## config.mk

```make
export PLATFORM = sky130hd
export DESIGN_NAME = a2d_sched
export DESIGN_NICKNAME = d
export VERILOG_FILES = /design/src/rtl/a2d_sched.sv
export SDC_FILE = /design/constraint.sdc
export NUM_CORES = 1
export LEC_CHECK = 0
export CELL_PAD_IN_SITES_DETAIL_PLACEMENT = 1
export CELL_PAD_IN_SITES_GLOBAL_PLACEMENT = 1
export CORE_MARGIN = 2
export CORE_UTILIZATION = 34
export CTS_CLUSTER_DIAMETER = 100
export DETAILED_ROUTE_END_ITERATION = 10
export PLACE_DENSITY_LB_ADDON = 0.1
export SLEW_MARGIN = 20
export SYNTH_ARGS = -nofsm -noshare
export SYNTH_HDL_FRONTEND = slang
export SYNTH_SLANG_ARGS = --single-unit
```

## constraint.sdc

```tcl
create_clock -name clk -period 1.9 [get_ports clk]
set_clock_uncertainty 0.05 [all_clocks]
set_input_delay 0.475 -clock clk [delete_from_list [all_inputs] [get_ports clk]]
set_output_delay 0.475 -clock clk [all_outputs]
set_load 0.005 [all_outputs]
```

## src/rtl/a2d_sched.sv

```systemverilog
// a2d_sched: round-robin conversion scheduler for the shared A2D converter.
// Each request runs two SPI transactions on the next channel in rotation:
// lft, rght, then batt. The first transaction selects the channel and the
// second one returns its data, which is latched into that channel's holding
// register. A single request arriving mid-conversion is remembered.
// Optional feature macro: A2D_BATT_CHK_EN adds the registered batt_low flag.
module a2d_sched #(
    parameter logic [2:0]  LFT_CHNL    = 3'd0,
    parameter logic [2:0]  RGHT_CHNL   = 3'd4,
    parameter logic [2:0]  BATT_CHNL   = 3'd5,
    parameter logic [11:0] BATT_THRESH = 12'h800
) (
    input  logic        clk,
    input  logic        rst_n,
    input  logic        nxt,
    output logic        wrt,
    output logic [15:0] cmd,
    input  logic        done,
    input  logic [15:0] rd_data,
    output logic [11:0] lft_ld,
    output logic [11:0] rght_ld,
    output logic [11:0] batt,
    output logic        cnv_cmplt,
    output logic        all_vld
`ifdef A2D_BATT_CHK_EN
   ,output logic        batt_low
`endif
);

    typedef enum logic [2:0] {
        IDLE  = 3'd0,
        SEND1 = 3'd1,
        WAIT1 = 3'd2,
        GAP   = 3'd3,
        SEND2 = 3'd4,
        WAIT2 = 3'd5
    } state_t;

    state_t      state_q, state_d;
    logic [1:0]  rr_q, rr_d;
    logic        pend_q, pend_d;
    logic        wrt_q, wrt_d;
    logic [15:0] cmd_q, cmd_d;
    logic [11:0] lft_q, lft_d;
    logic [11:0] rght_q, rght_d;
    logic [11:0] batt_q, batt_d;
    logic        cmplt_q, cmplt_d;
    logic        lft_seen_q, lft_seen_d;
    logic        rght_seen_q, rght_seen_d;
    logic        all_vld_q, all_vld_d;
`ifdef A2D_BATT_CHK_EN
    logic        batt_low_q, batt_low_d;
`endif

    // Map rotation slot to the A2D channel number; slot 3 is never used.
    function automatic logic [2:0] chnl_of(input logic [1:0] slot);
        case (slot)
            2'd0:    chnl_of = LFT_CHNL;
            2'd1:    chnl_of = RGHT_CHNL;
            default: chnl_of = BATT_CHNL;
        endcase
    endfunction

    // SPI command word: channel select in bits [13:11], everything else zero.
    function automatic logic [15:0] cmd_of(input logic [1:0] slot);
        cmd_of = {2'b00, chnl_of(slot), 11'h000};
    endfunction

    // Next-state and registered-output logic for the conversion sequencer.
    always_comb begin
        state_d     = state_q;
        rr_d        = rr_q;
        pend_d      = pend_q;
        wrt_d       = 1'b0;
        cmd_d       = cmd_q;
        lft_d       = lft_q;
        rght_d      = rght_q;
        batt_d      = batt_q;
        cmplt_d     = 1'b0;
        lft_seen_d  = lft_seen_q;
        rght_seen_d = rght_seen_q;
        all_vld_d   = all_vld_q;
`ifdef A2D_BATT_CHK_EN
        batt_low_d  = batt_low_q;
`endif
        case (state_q)
            IDLE: begin
                if (nxt || pend_q) begin
                    state_d = SEND1;
                    pend_d  = 1'b0;
                    wrt_d   = 1'b1;
                    cmd_d   = cmd_of(rr_q);
                end
            end
            SEND1: state_d = WAIT1;
            WAIT1: begin
                if (done) begin
                    state_d = GAP;
                end
            end
            GAP: begin
                state_d = SEND2;
                wrt_d   = 1'b1;
            end
            SEND2: state_d = WAIT2;
            WAIT2: begin
                if (done) begin
                    state_d = IDLE;
                    cmplt_d = 1'b1;
                    rr_d    = (rr_q == 2'd2) ? 2'd0 : rr_q + 2'd1;
                    case (rr_q)
                        2'd0: begin
                            lft_d      = rd_data[11:0];
                            lft_seen_d = 1'b1;
                        end
                        2'd1: begin
                            rght_d      = rd_data[11:0];
                            rght_seen_d = 1'b1;
                        end
                        default: begin
                            batt_d = rd_data[11:0];
                            if (lft_seen_q && rght_seen_q) begin
                                all_vld_d = 1'b1;
                            end
`ifdef A2D_BATT_CHK_EN
                            batt_low_d = (rd_data[11:0] < BATT_THRESH);
`endif
                        end
                    endcase
                end
            end
            default: state_d = IDLE;
        endcase
        // A request outside IDLE (including the completion cycle) is held
        // as a single pending request; extra ones are dropped.
        if (nxt && (state_q != IDLE)) begin
            pend_d = 1'b1;
        end
    end

    // State and output registers, all cleared by the asynchronous reset.
    always_ff @(posedge clk or negedge rst_n) begin
        if (!rst_n) begin
            state_q     <= IDLE;
            rr_q        <= 2'd0;
            pend_q      <= 1'b0;
            wrt_q       <= 1'b0;
            cmd_q       <= 16'h0000;
            lft_q       <= 12'h000;
            rght_q      <= 12'h000;
            batt_q      <= 12'h000;
            cmplt_q     <= 1'b0;
            lft_seen_q  <= 1'b0;
            rght_seen_q <= 1'b0;
            all_vld_q   <= 1'b0;
`ifdef A2D_BATT_CHK_EN
            batt_low_q  <= 1'b0;
`endif
        end else begin
            state_q     <= state_d;
            rr_q        <= rr_d;
            pend_q      <= pend_d;
            wrt_q       <= wrt_d;
            cmd_q       <= cmd_d;
            lft_q       <= lft_d;
            rght_q      <= rght_d;
            batt_q      <= batt_d;
            cmplt_q     <= cmplt_d;
            lft_seen_q  <= lft_seen_d;
            rght_seen_q <= rght_seen_d;
            all_vld_q   <= all_vld_d;
`ifdef A2D_BATT_CHK_EN
            batt_low_q  <= batt_low_d;
`endif
        end
    end

    assign wrt       = wrt_q;
    assign cmd       = cmd_q;
    assign lft_ld    = lft_q;
    assign rght_ld   = rght_q;
    assign batt      = batt_q;
    assign cnv_cmplt = cmplt_q;
    assign all_vld   = all_vld_q;

    // The A2D status nibble carries no sample data and is deliberately dropped.
    logic unused_bits;
`ifdef A2D_BATT_CHK_EN
    assign batt_low    = batt_low_q;
    assign unused_bits = ^rd_data[15:12];
`else
    assign unused_bits = ^{rd_data[15:12], BATT_THRESH};
`endif

endmodule

```

==> metrics.md <==
| Metric | Value |
|---|---|
| Status | complete, no violations |
| Number of synthesized flops with an enable pin | 0 |
| Fraction of synthesized cell area taken by the top area cell type | 61.6% |
| Global-route wire length before repair | 7330 um |
| Crit Path Category | in2reg |
| Total power per unit cell area | 1350 nW/um^2 |
| Share of layout cells above drive strength 1 | 29.9% |
| Met3 wire len | 333 um |
| Row count | 27 |
| Mean Syn Cell Area | 15.0 um^2 |
| Clock tree from TritonCTS | yes |
| Number of DRC violations after detailed routing | 0 |
| Count of max-cap constraint violations | 0 |
| Global-route usage over all layers | 15.3% |
| Worst EP arrival | 1.96 ns |
| Starting density of the core | 35.7% |
| Clk_lat worst skew | 0.29 ns |
| Final number of max-transition violations | 0 |
| Total half-perimeter wirelength after legalization and detailed placement | 3100 um |
| Sort of element at the start of the critical path | input pin |
| CP required | 2.03 ns |
| Setup TNS Final | 0 ns |
| Gate Count Post-Synth | 133 |
| Num CTS Buffers | 5 |
| Endpoint class of the critical path | flop |
| Worst-case register-to-register setup slack | 0.24 ns |
| Critical path cell sequence | clkdlybuf4s50_1, nand4b_4, nor3b_4, buf_12, mux2_2 |
| Vertical die dimension | 80.5 um |
| Top area cells in the synthesized netlist | dfrtp_1 62%, mux2_2 20%, buf_4 5.3% |
| Maximum fanout encountered on the critical timing path | 14 |
| Critical path buffers and inverters | 2 |
| Cell leakage power | 1.29 nW |
| Maximum number of pins on one net before global-route repair | 32 |
| Shortest clock period the worst path allows after layout | 1.82 ns |
| Cell variety after synth | 26 |
| Hold Worst Slack | 0.0625 ns |
| Part of the power in the clock network | 15.9% |
| Sw frac | 27.4% |
| Total of warnings raised by yosys | 0 |
| 1st-pass router iterations | 3 |
| Final count of negative-setup-slack endpoints | 0 |
| Maximum cell stage delay along the critical path | 0.52 ns |
| Routed WL | 4260 um |
| Part of the power in combinational logic | 37.2% |
| Number of inserted diodes | 0 |
| Most common cell after layout, fill and taps aside | clkdlybuf4s50_1 |
| CTS Hold Bufs | 0 |
| Worst voltage drop across the vdd grid | 0.700 mV |
| Async set-or-reset flop fraction in the synthesized netlist | 100% |
| Commonest non-fill, non-tap cells in the layout | 55 x clkdlybuf4s50_1, 49 x dfrtp_1, 36 x mux2_2 |
| # fillers | 559 |
| Total via count after detailed routing | 1222 |
| Total net switching power | 1.01 mW |
| Total number of nets in the final design | 220 |
| Post CTS Setup Buffer Count | 0 |
| Total congestion overflow after global routing | 0 |
| Synth area leader | dfrtp_1 |
| Cell internal pwr | 2.68 mW |
| Area of the placeable core | 5570 um^2 |
| Final cycle utilization of the critical path | 95.9% |
| Share of the core filled with cells in the final layout | 49.2% |
| I/O pin count | 75 |
| Detail Route Antenna Nets | 0 |
| Post-synthesis register bit count | 49 |
| Sequential share of power | 46.9% |
| Number of port buffers | 56 |
| Die boundary width | 80.5 um |
| Critical path's slowest cell | clkdlybuf4s50_1 |
| Vias in the first global route | 1372 |
| Highest metal layer with signal wires | met4 |
| Most instantiated flip-flop cell in the synthesis netlist | dfrtp_1 |
| Total of cells resized after clock tree synthesis | 0 |
| Setup repair after global routing missed its margin | false |
| Number of hold violations in the final report | 0 |
| Cell area after synthesis | 1990 um^2 |
| Worst hold path class | in2async |
| Clock Tree Buf Depth | 2 |
| Wire length per cell after detailed routing | 15.6 um |
| Max Clk Rate | 549 MHz |
| Number of cells on the critical path | 5 |
| Met1 wire length | 1740 um |
| Worst Reg-to-Reg Cells | 4 |
| Via-to-Cell Ratio | 4.48 |
| RD Place Congestion | 0.712 |
| Met2 WL post-DR | 2120 um |
| Sequential cell area fraction in the yosys report | 61.6% |
| Violation count after the first detailed-route iteration | 51 |
| Reg clk slew, reported paths | 0.08 ns |
| Initial antenna violation count | 0 |
| Clock H-tree levels | 2 |
| Area added between synthesis and finish | 37.8% |
| Total Die Area | 6490 um^2 |
| Clock Root Buffer | clkbuf_8 |
| Cell family with most CP delay | buffers and inverters |
| Sink count of the clock tree | 49 |
-- cells in the mapped netlist (2+ instances only) --
library cell / count
nor2_1: 4
nand3b_1: 2
nand2_2: 2
buf_6: 3
mux2_2: 36
dfrtp_1: 49
nand2b_1: 2
buf_4: 14
nand2_1: 4
-- layer usage --
layer / vias up / global-route usage, %
li1: 556 / -
met2: 46 / 25.0
met4: 0 / 5.08
met5: - / 0
met1: 614 / 18.4
met3: 6 / 5.84
-- power groups by stage --
stage	sequential (mW)	clock, mW	combinational (mW)
2_1_floorplan	1.71	0	0.557
3_3_place_gp	1.71	0	1.36
3_5_place_dp	1.76	0	1.40
4_1_cts	1.74	0.623	1.41
5_1_grt	1.81	0.674	1.52
6_report	1.73	0.587	1.38
-- area by class of cell --
type,instances,area [um^2],area share [%]
clock inverter,1,7.51,0.274
tap,72,90.1,3.28
inverter,2,7.51,0.274
multi-input combinational,77,663,24.2
clock buffer,7,76.3,2.78
timing repair buffer,65,673,24.5
sequential,49,1230,44.7
-- sequential cells by signal (all words and copies together) (netlist names), 2 cells and up --
signal	cells
rr_q	2
cmd	2
batt	12
rght_ld	12
lft_ld	12
state_q	3
-- through the flow --
| step | instances | setup slack [ns] | power, mW | instance area [um^2] |
|---|---|---|---|---|
| finish | 273 | 0.0784 | 3.70 | 2740 |
| global route | 273 | 0.0460 | 4.00 | 2740 |
| CTS | 273 | 0.0635 | 3.77 | 2740 |
| detailed placement | 265 | -0.236 | 3.16 | 2660 |
| global placement | 265 | -0.204 | 3.08 | 2660 |
| floorplan | 146 | 0.303 | 2.27 | 2040 |
-- final timing paths --
path / startpoint / to
min in group clk: lft_seen_q / lft_seen_q
setup / recovery: done / rght_ld[5]
hold reg to reg: lft_seen_q / lft_seen_q
setup reg to reg: state_q[1] / rght_ld[5]
hold / removal: rst_n / lft_ld[3]
max in group asynchronous: rst_n / state_q[2]
-- cells by family after synthesis --
family                 synth area share (%)
flip-flops                             61.6
multiplexers                           21.4
AND/OR/NAND/NOR                        7.16
buffers and inverters                  7.60
AO/OA/AOI/OAI                          1.63
XOR/XNOR                              0.440
other                                 0.188
Note: power is estimated with default switching activity, not from simulation.
